$ cat config.mk
export PLATFORM = sky130hd
export DESIGN_NAME = instr_sequencer9
export DESIGN_NICKNAME = d
export VERILOG_FILES = /design/src/rtl/instr_sequencer9.sv
export SDC_FILE = /design/constraint.sdc
export NUM_CORES = 1
export LEC_CHECK = 0
export CORE_ASPECT_RATIO = 0.6
export CORE_UTILIZATION = 30
export CTS_BUF_LIST = sky130_fd_sc_hd__clkbuf_16
export DETAILED_ROUTE_END_ITERATION = 16
export PLACE_DENSITY = 0.49
export SYNTH_ARGS = -nofsm -noshare
export SYNTH_HDL_FRONTEND = slang
export SYNTH_SLANG_ARGS = --single-unit
$ cat constraint.sdc
create_clock -name Clock -period 3.9 [get_ports Clock]
set_input_delay 0.39 -clock Clock [delete_from_list [all_inputs] [get_ports Clock]]
set_output_delay 0.39 -clock Clock [all_outputs]
set_load 0.05 [all_outputs]
$ cat src/rtl/instr_sequencer9.sv
// Program sequencer for the 9-bit processor9 core.
// Issues instructions from a local memory and paces them on the core's Done.
module instr_sequencer9 #(
    parameter int DEPTH   = 32,
    parameter int AW      = 5,
    parameter int TIMEOUT = 15
) (
    input  logic          Clock,
    input  logic          Resetn,
    input  logic          Start,
    input  logic          LoadEn,
    input  logic [AW-1:0] LoadAddr,
    input  logic [8:0]    LoadData,
    input  logic          ProcDone,
    output logic          Run,
    output logic [8:0]    DIN,
    output logic          Busy,
    output logic          Finished,
    output logic          Error,
    output logic [AW-1:0] PC
);

    localparam int CW = $clog2(TIMEOUT + 1);

    typedef enum logic [2:0] {
        S_IDLE,
        S_ISSUE,
        S_IMM,
        S_WAIT,
        S_ERR
    } state_t;

    state_t        state;
    logic [8:0]    mem [DEPTH];
    logic [AW-1:0] pc;
    logic [CW-1:0] cnt;
    logic          fin_q;

    logic [8:0]    word;
    logic [8:0]    imm_word;
    logic [2:0]    op;
    logic          is_halt;
    logic          mvi_last;
    logic          idle_like;
    logic [CW-1:0] cnt_inc;
    logic [AW:0]   adv_pc;
    logic          adv_over;

    assign word      = mem[pc];
    assign imm_word  = mem[AW'(pc + 1'b1)];
    assign op        = word[8:6];
    assign is_halt   = (op == 3'b111);
    assign mvi_last  = (op == 3'b001) && (pc == AW'(DEPTH - 1));
    assign idle_like = (state == S_IDLE) || (state == S_ERR);
    assign cnt_inc   = cnt + 1'b1;

    // An mvi that completes in IMM has consumed two words.
    assign adv_pc   = {1'b0, pc} + ((state == S_IMM) ? (AW+1)'(2) : (AW+1)'(1));
    assign adv_over = adv_pc > (AW+1)'(DEPTH - 1);

    always_ff @(posedge Clock) begin
        if (LoadEn && idle_like) begin
            mem[LoadAddr] <= LoadData;
        end
    end

    always_ff @(posedge Clock or negedge Resetn) begin
        if (!Resetn) begin
            state <= S_IDLE;
            pc    <= '0;
            cnt   <= '0;
            fin_q <= 1'b0;
        end else begin
            fin_q <= 1'b0;
            case (state)
                S_IDLE, S_ERR: begin
                    if (Start && !LoadEn) begin
                        pc    <= '0;
                        state <= S_ISSUE;
                    end
                end
                S_ISSUE: begin
                    cnt <= '0;
                    if (is_halt) begin
                        state <= S_IDLE;
                    end else if (mvi_last) begin
                        state <= S_ERR;
                    end else if (op == 3'b001) begin
                        state <= S_IMM;
                    end else begin
                        state <= S_WAIT;
                    end
                end
                S_IMM, S_WAIT: begin
                    cnt <= cnt_inc;
                    if (ProcDone) begin
                        if (adv_over) begin
                            fin_q <= 1'b1;
                            pc    <= '0;
                            state <= S_IDLE;
                        end else begin
                            pc    <= adv_pc[AW-1:0];
                            state <= S_ISSUE;
                        end
                    end else if (state == S_IMM) begin
                        pc    <= pc + 1'b1;
                        state <= S_WAIT;
                    end else if (cnt_inc == CW'(TIMEOUT)) begin
                        state <= S_ERR;
                    end
                end
                default: state <= S_IDLE;
            endcase
        end
    end

    always_comb begin
        Run = 1'b0;
        DIN = '0;
        case (state)
            S_ISSUE: begin
                if (!is_halt && !mvi_last) begin
                    Run = 1'b1;
                    DIN = word;
                end
            end
            S_IMM:   DIN = imm_word;
            default: ;
        endcase
    end

    assign Busy     = (state == S_ISSUE) || (state == S_IMM) || (state == S_WAIT);
    assign Error    = (state == S_ERR);
    assign Finished = fin_q || ((state == S_ISSUE) && is_halt);
    assign PC       = pc;

endmodule
After elaboration in Yosys (flattened, before gate mapping)
Memories as Yosys holds them, arrays and structs flattened.
Index checks and enable logic that the tools add are counted.
{ "word_totals": {"register_bits": 13, "ramBits": 288, "wordCells": 64, "n_memories": 1} }
{ "memory_table": {"columns": ["name", "words", "word_bits", "rd", "rd_clocked_by_memory_dff", "wr", "line_no", "source"], "rows": [
  ["mem", 32, 9, 2, 0, 1, "34", "logic [8:0] mem [DEPTH];"]
]} }
{ "classes": {"addsub": 3, "magnitude_cmp": 1, "eq_ne": 11, "n_mux": 25, "reduce_logical": 19} }
{ "op_table": {"columns": ["cell", "n"], "rows": [
  ["$mux W5", 4],
  ["$mux W3", 6],
  ["$pmux W9 S2", 1],
  ["$pmux W5 S2", 1],
  ["$mux W1", 9],
  ["$mux W9", 1],
  ["$pmux W3 S3", 1],
  ["$pmux W4 S2", 1],
  ["$add A5 B2 Y6", 1],
  ["$eq A3 B1 Y1 const B", 2],
  ["$eq A3 B2 Y1 const B", 2],
  ["$eq A3 B3 Y1 const B", 2],
  ["$gt A6 B5 Y1 const B", 1],
  ["$add A5 B1 Y5 const B", 1],
  ["$eq A5 B5 Y1 const B", 1],
  ["$logic_and A1 B1 Y1", 5],
  ["$add A4 B1 Y4 const B", 1],
  ["$eq A4 B4 Y1 const B", 1],
  ["$logic_or A1 B1 Y1", 4],
  ["$ne A4 B4 Y1 const B", 1],
  ["$reduce_bool A2 Y1", 2],
  ["$reduce_or A2 Y1", 2],
  ["$logic_not A1 Y1", 3],
  ["$logic_not A3 Y1", 1],
  ["other kinds (5)", 5]
]} }

Logic depth before layout (Yosys ltp)
{ "logic_depth": {"word_depth": 7, "depth_mapped": 14} }

Worst setup path after synthesis
OpenSTA, ideal clock, no wires.
{ "synth_path": {"path_type": "register to output", "from": "register pc[0], in the netlist PC[0]", "to": "output port DIN[8]", "arrival_time_ns": 3.534, "t_required_ns": 3.510, "slack_ns": -0.024, "path_stages_with_launch": 8, "path_cell_list": "dfrtp_1 > buf_6 > buf_12 > mux4_2 > mux4_2 > o211ai_2 > nor2_1 > o32ai_1"} }
{ "synth_via": {"elab_chain_len": 7, "elab_cells_between_ends": 11, "classes_between": "add/sub (1); eq/ne (3); mux (2); reduce/logical (4); memory (1)"} }
{ "synth_rtl": {"columns": ["item", "line_no", "source"], "rows": [
  ["start: declaration", "35", "logic [AW-1:0] pc;"],
  ["start signal: assignment", "102", "pc <= adv_pc[AW-1:0];"],
  ["start signal: assignment", "106", "pc <= pc + 1'b1;"],
  ["branches (longest 6 deep; another with $mem_v2 Z32 W9)", null, null],
  ["$pmux W9 S2 (*)", "120", "case (state)"],
  ["end: declaration", "16", "output logic [8:0] DIN,"]
]} }
Every way passes the cells marked *.

Worst setup path after layout
{ "layout_path": {"from": "register pc[0], in the netlist PC[0]", "to": "output port DIN[2]"} }
The elaborated chain is that of the path after synthesis.

==> summary.txt <==
Outcome
  – Status: complete, no violations

CTS
  – Hold Buf Count CTS: 0
  – Worst-skew pair later-pin latency: 570 ps
  – Clock tree from TritonCTS: yes
  – H-tree level count: 1
  – Root Buffer: clkbuf_16
  – CTS clk-pin slew, worst paths: 70 ps
  – Maximum buffer depth of the clock tree: 3
  – # clock sinks: 301
  – CTS Buf Count: 30

Worst setup path
  – Worst Setup Start Kind: flip-flop
  – CP Capture Type: output pin
  – Req. time, crit path: 3510 ps
  – Worst R2R Path Depth: 13
  – Arrival @ worst endpoint: 3430 ps
  – CP max FO: 29
  – Setup CP Type: reg2out

Global route
  – GR peak layer: met1
  – Vias in the first global route: 8212
  – Met3 usage: 4.45%
  – Total congestion overflow: 0
  – GRT Util Overall: 17.2%
  – Initial antenna violation count: 1
  – Met1 GRT Util: 28.0%
  – First-pass GRT wire length: 61000 um
  – Largest net degree at the start of global routing: 49
  – GRT met2 Usage: 22.3%

Routing
  – Via/cell ratio: 5.41
  – Average wire per standard cell: 27.3 um
  – Routed vias: 8544
  – First DRT Iteration DRCs: 915
  – Antenna viol nets, final: 0
  – Drt drc: 0
  – Drt total wl: 43200 um
  – 1st-pass router iterations: 7

Synth
  – Post-synth net total: 851
  – Biggest area consumer among synthesized cells: edfxtp_1
  – Cells after Synth: 825
  – Number of synthesized flops with an enable pin: 288
  – Syn Std Cell Area: 0.0146 mm^2
  – Netlist cell types: 53
  – Synth warnings: 0
  – Ranking of synthesized cells by area: edfxtp_1 59%, mux4_2 21%, mux2i_1 4.2%
  – Post-synth ARST share: 4.32%
  – Sequential fraction of the synthesis area: 61.6%
  – Synth Flop Type: edfxtp_1
  – Post-Syn Area per Cell: 17.7 um^2
  – Yosys top cell area share: 59.4%
  – Seq cells post-synth: 301

Job
  – Max-cap viol count: 0

Power
  – Int Pwr: 7.48 mW
  – Pwr Total: 11.7 mW
  – Pwr Density: 675 mW/mm^2
  – Seq pwr share: 31.8%
  – Clock power share: 23.5%
  – Pleak: 5.45 nW
  – Sw Ratio: 35.8%
  – Switching power: 4.18 mW
  – VDD IR max: 0.298 mV
  – Combinational share of power: 44.6%

Timing
  – Fin. Hold Viols: 0
  – Final setup fails: 0
  – Tmin final: 3820 ps
  – Pins over their slew limit: 0
  – Slew HR: 14.6%
  – Final worst slack: 83.4 ps
  – Worst clock skew: 7.19 ps
  – Max Fclk: 262 MHz
  – Setup_tns: 0 ps
  – Least-Margin Pin Slew: 1280 ps
  – Tcrit/Tclk final: 97.9%

Placement
  – Dpl cell area: 0.0160 mm^2
  – Post-DP HPWL: 28700 um
  – Gp weighted congestion: 0.868
  – Pre-CTS setup slack: 537 ps
  – Port buffer count: 36

Die
  – Total core area: 0.0479 mm^2
  – Die height: 173 um
  – Die Area: 0.0495 mm^2
  – FP Rows: 62
  – Die X: 286 um
  – Io pins: 37
  – Initial core utilization: 30.4%

Cells and area
  – Share of cells above drive strength 1: 31.3%
  – Fin area: 0.0173 mm^2
  – Most common cell after layout, fill and taps aside: edfxtp_1
  – Commonest non-fill, non-tap cells in the layout: 288 x edfxtp_1, 135 x mux4_2, 62 x buf_4
  – Nets@finish: 941
  – Ant. Diodes: 0
  – Area Overhead vs Synth: 18.5%

Min path
  – Hold Path Class: in2async
worst max-delay path, cell delays in order (launching register included):
cell and delay (ps):
dfrtp_4 410, buf_4 200, buf_12 230, buf_12 250
mux4_2 540, mux4_2 550, a22oi_2 310, o21ai_1 110
buf_4 200
sequential cells by signal, summed over array words and instances, names as in the netlist:
name,flops
mem,288
PC,5
cnt,4
state,3
fin_q,1
logic make-up after synthesis:
family          Yosys count  share of synthesized area (%)
compound gates          111                           5.23
xor+xnor                  4                          0.241
fa+ha+maj                 7                          0.653
buf+inv                  63                           2.63
flops                   301                           61.6
mux                     196                           25.1
simple gates            143                           4.58
stage by stage:
step,util (%),hold WS (ps),cells
2_1_floorplan,-,94.4,825
3_3_place_gp,33.3,549,1505
3_5_place_dp,33.3,539,1505
4_1_cts,35.5,253,1567
5_1_grt,36.1,284,1579
6_report,36.1,241,1579
cell type report:
class | instances | area, um^2
Clock inverter | 25 | 141
Tap cell | 640 | 801
Timing Repair Buffer | 111 | 1210
Clock buffer | 31 | 776
Fill cell | 4427 | 30600
Sequential cell | 301 | 8980
Inverter | 10 | 37.5
Multi-Input combinational cell | 461 | 5310
path summary, 6_finish.rpt:
kind	from	slack, ps	to
max in group asynchronous	Resetn	3140	PC[0]$_DFFE_PN0P_
max	PC[0]$_DFFE_PN0P_	80	DIN[2]
max reg2reg	PC[0]$_DFFE_PN0P_	960	state[1]$_DFFE_PN0P_
min reg2reg	cnt[2]$_DFFE_PN0P_	550	cnt[2]$_DFFE_PN0P_
min	Resetn	240	cnt[0]$_DFFE_PN0P_
min in group Clock	Start	470	state[2]$_DFFE_PN0P_
cells in the mapped netlist (7+ instances only):
cell        n
o21ai_0    20
o221ai_1   11
mux2i_1    61
a22oi_1    13
nor2_1     51
dfrtp_1    13
mux4_2    135
buf_4       9
nand2_1    37
nand3_1    15
nor3_1      7
edfxtp_1  288
a21oi_1    23
buf_2      15
clkbuf_1   17
inv_1       8
o22ai_1    16
power by group through the flow:
stage | combinational, mW | clock (mW) | sequential (mW)
CTS | 4.80 | 2.82 | 3.73
global route | 5.46 | 2.93 | 3.72
detailed placement | 4.59 | 0 | 3.81
global placement | 4.59 | 0 | 3.81
finish | 5.20 | 2.75 | 3.71
floorplan | 3.12 | 0 | 3.78
timing repair:
item                       CTS  global route
resized for setup            4            23
setup endpoints to repair    9            10
pin swaps                    1             5
gates cloned                 2             2
setup buffers                4            10
per-layer routing:
| layer | wire [um] | vias up | share of wire, % |
|---|---|---|---|
| li1 | - | 3630 | - |
| met1 | 21200 | 4504 | 49 |
| met2 | 17100 | 354 | 40 |
| met3 | 3840 | 54 | 8.9 |
| met4 | 896 | 2 | 2.1 |
| met5 | 69 | - | 0.16 |
(Power assumes the default switching activity.)
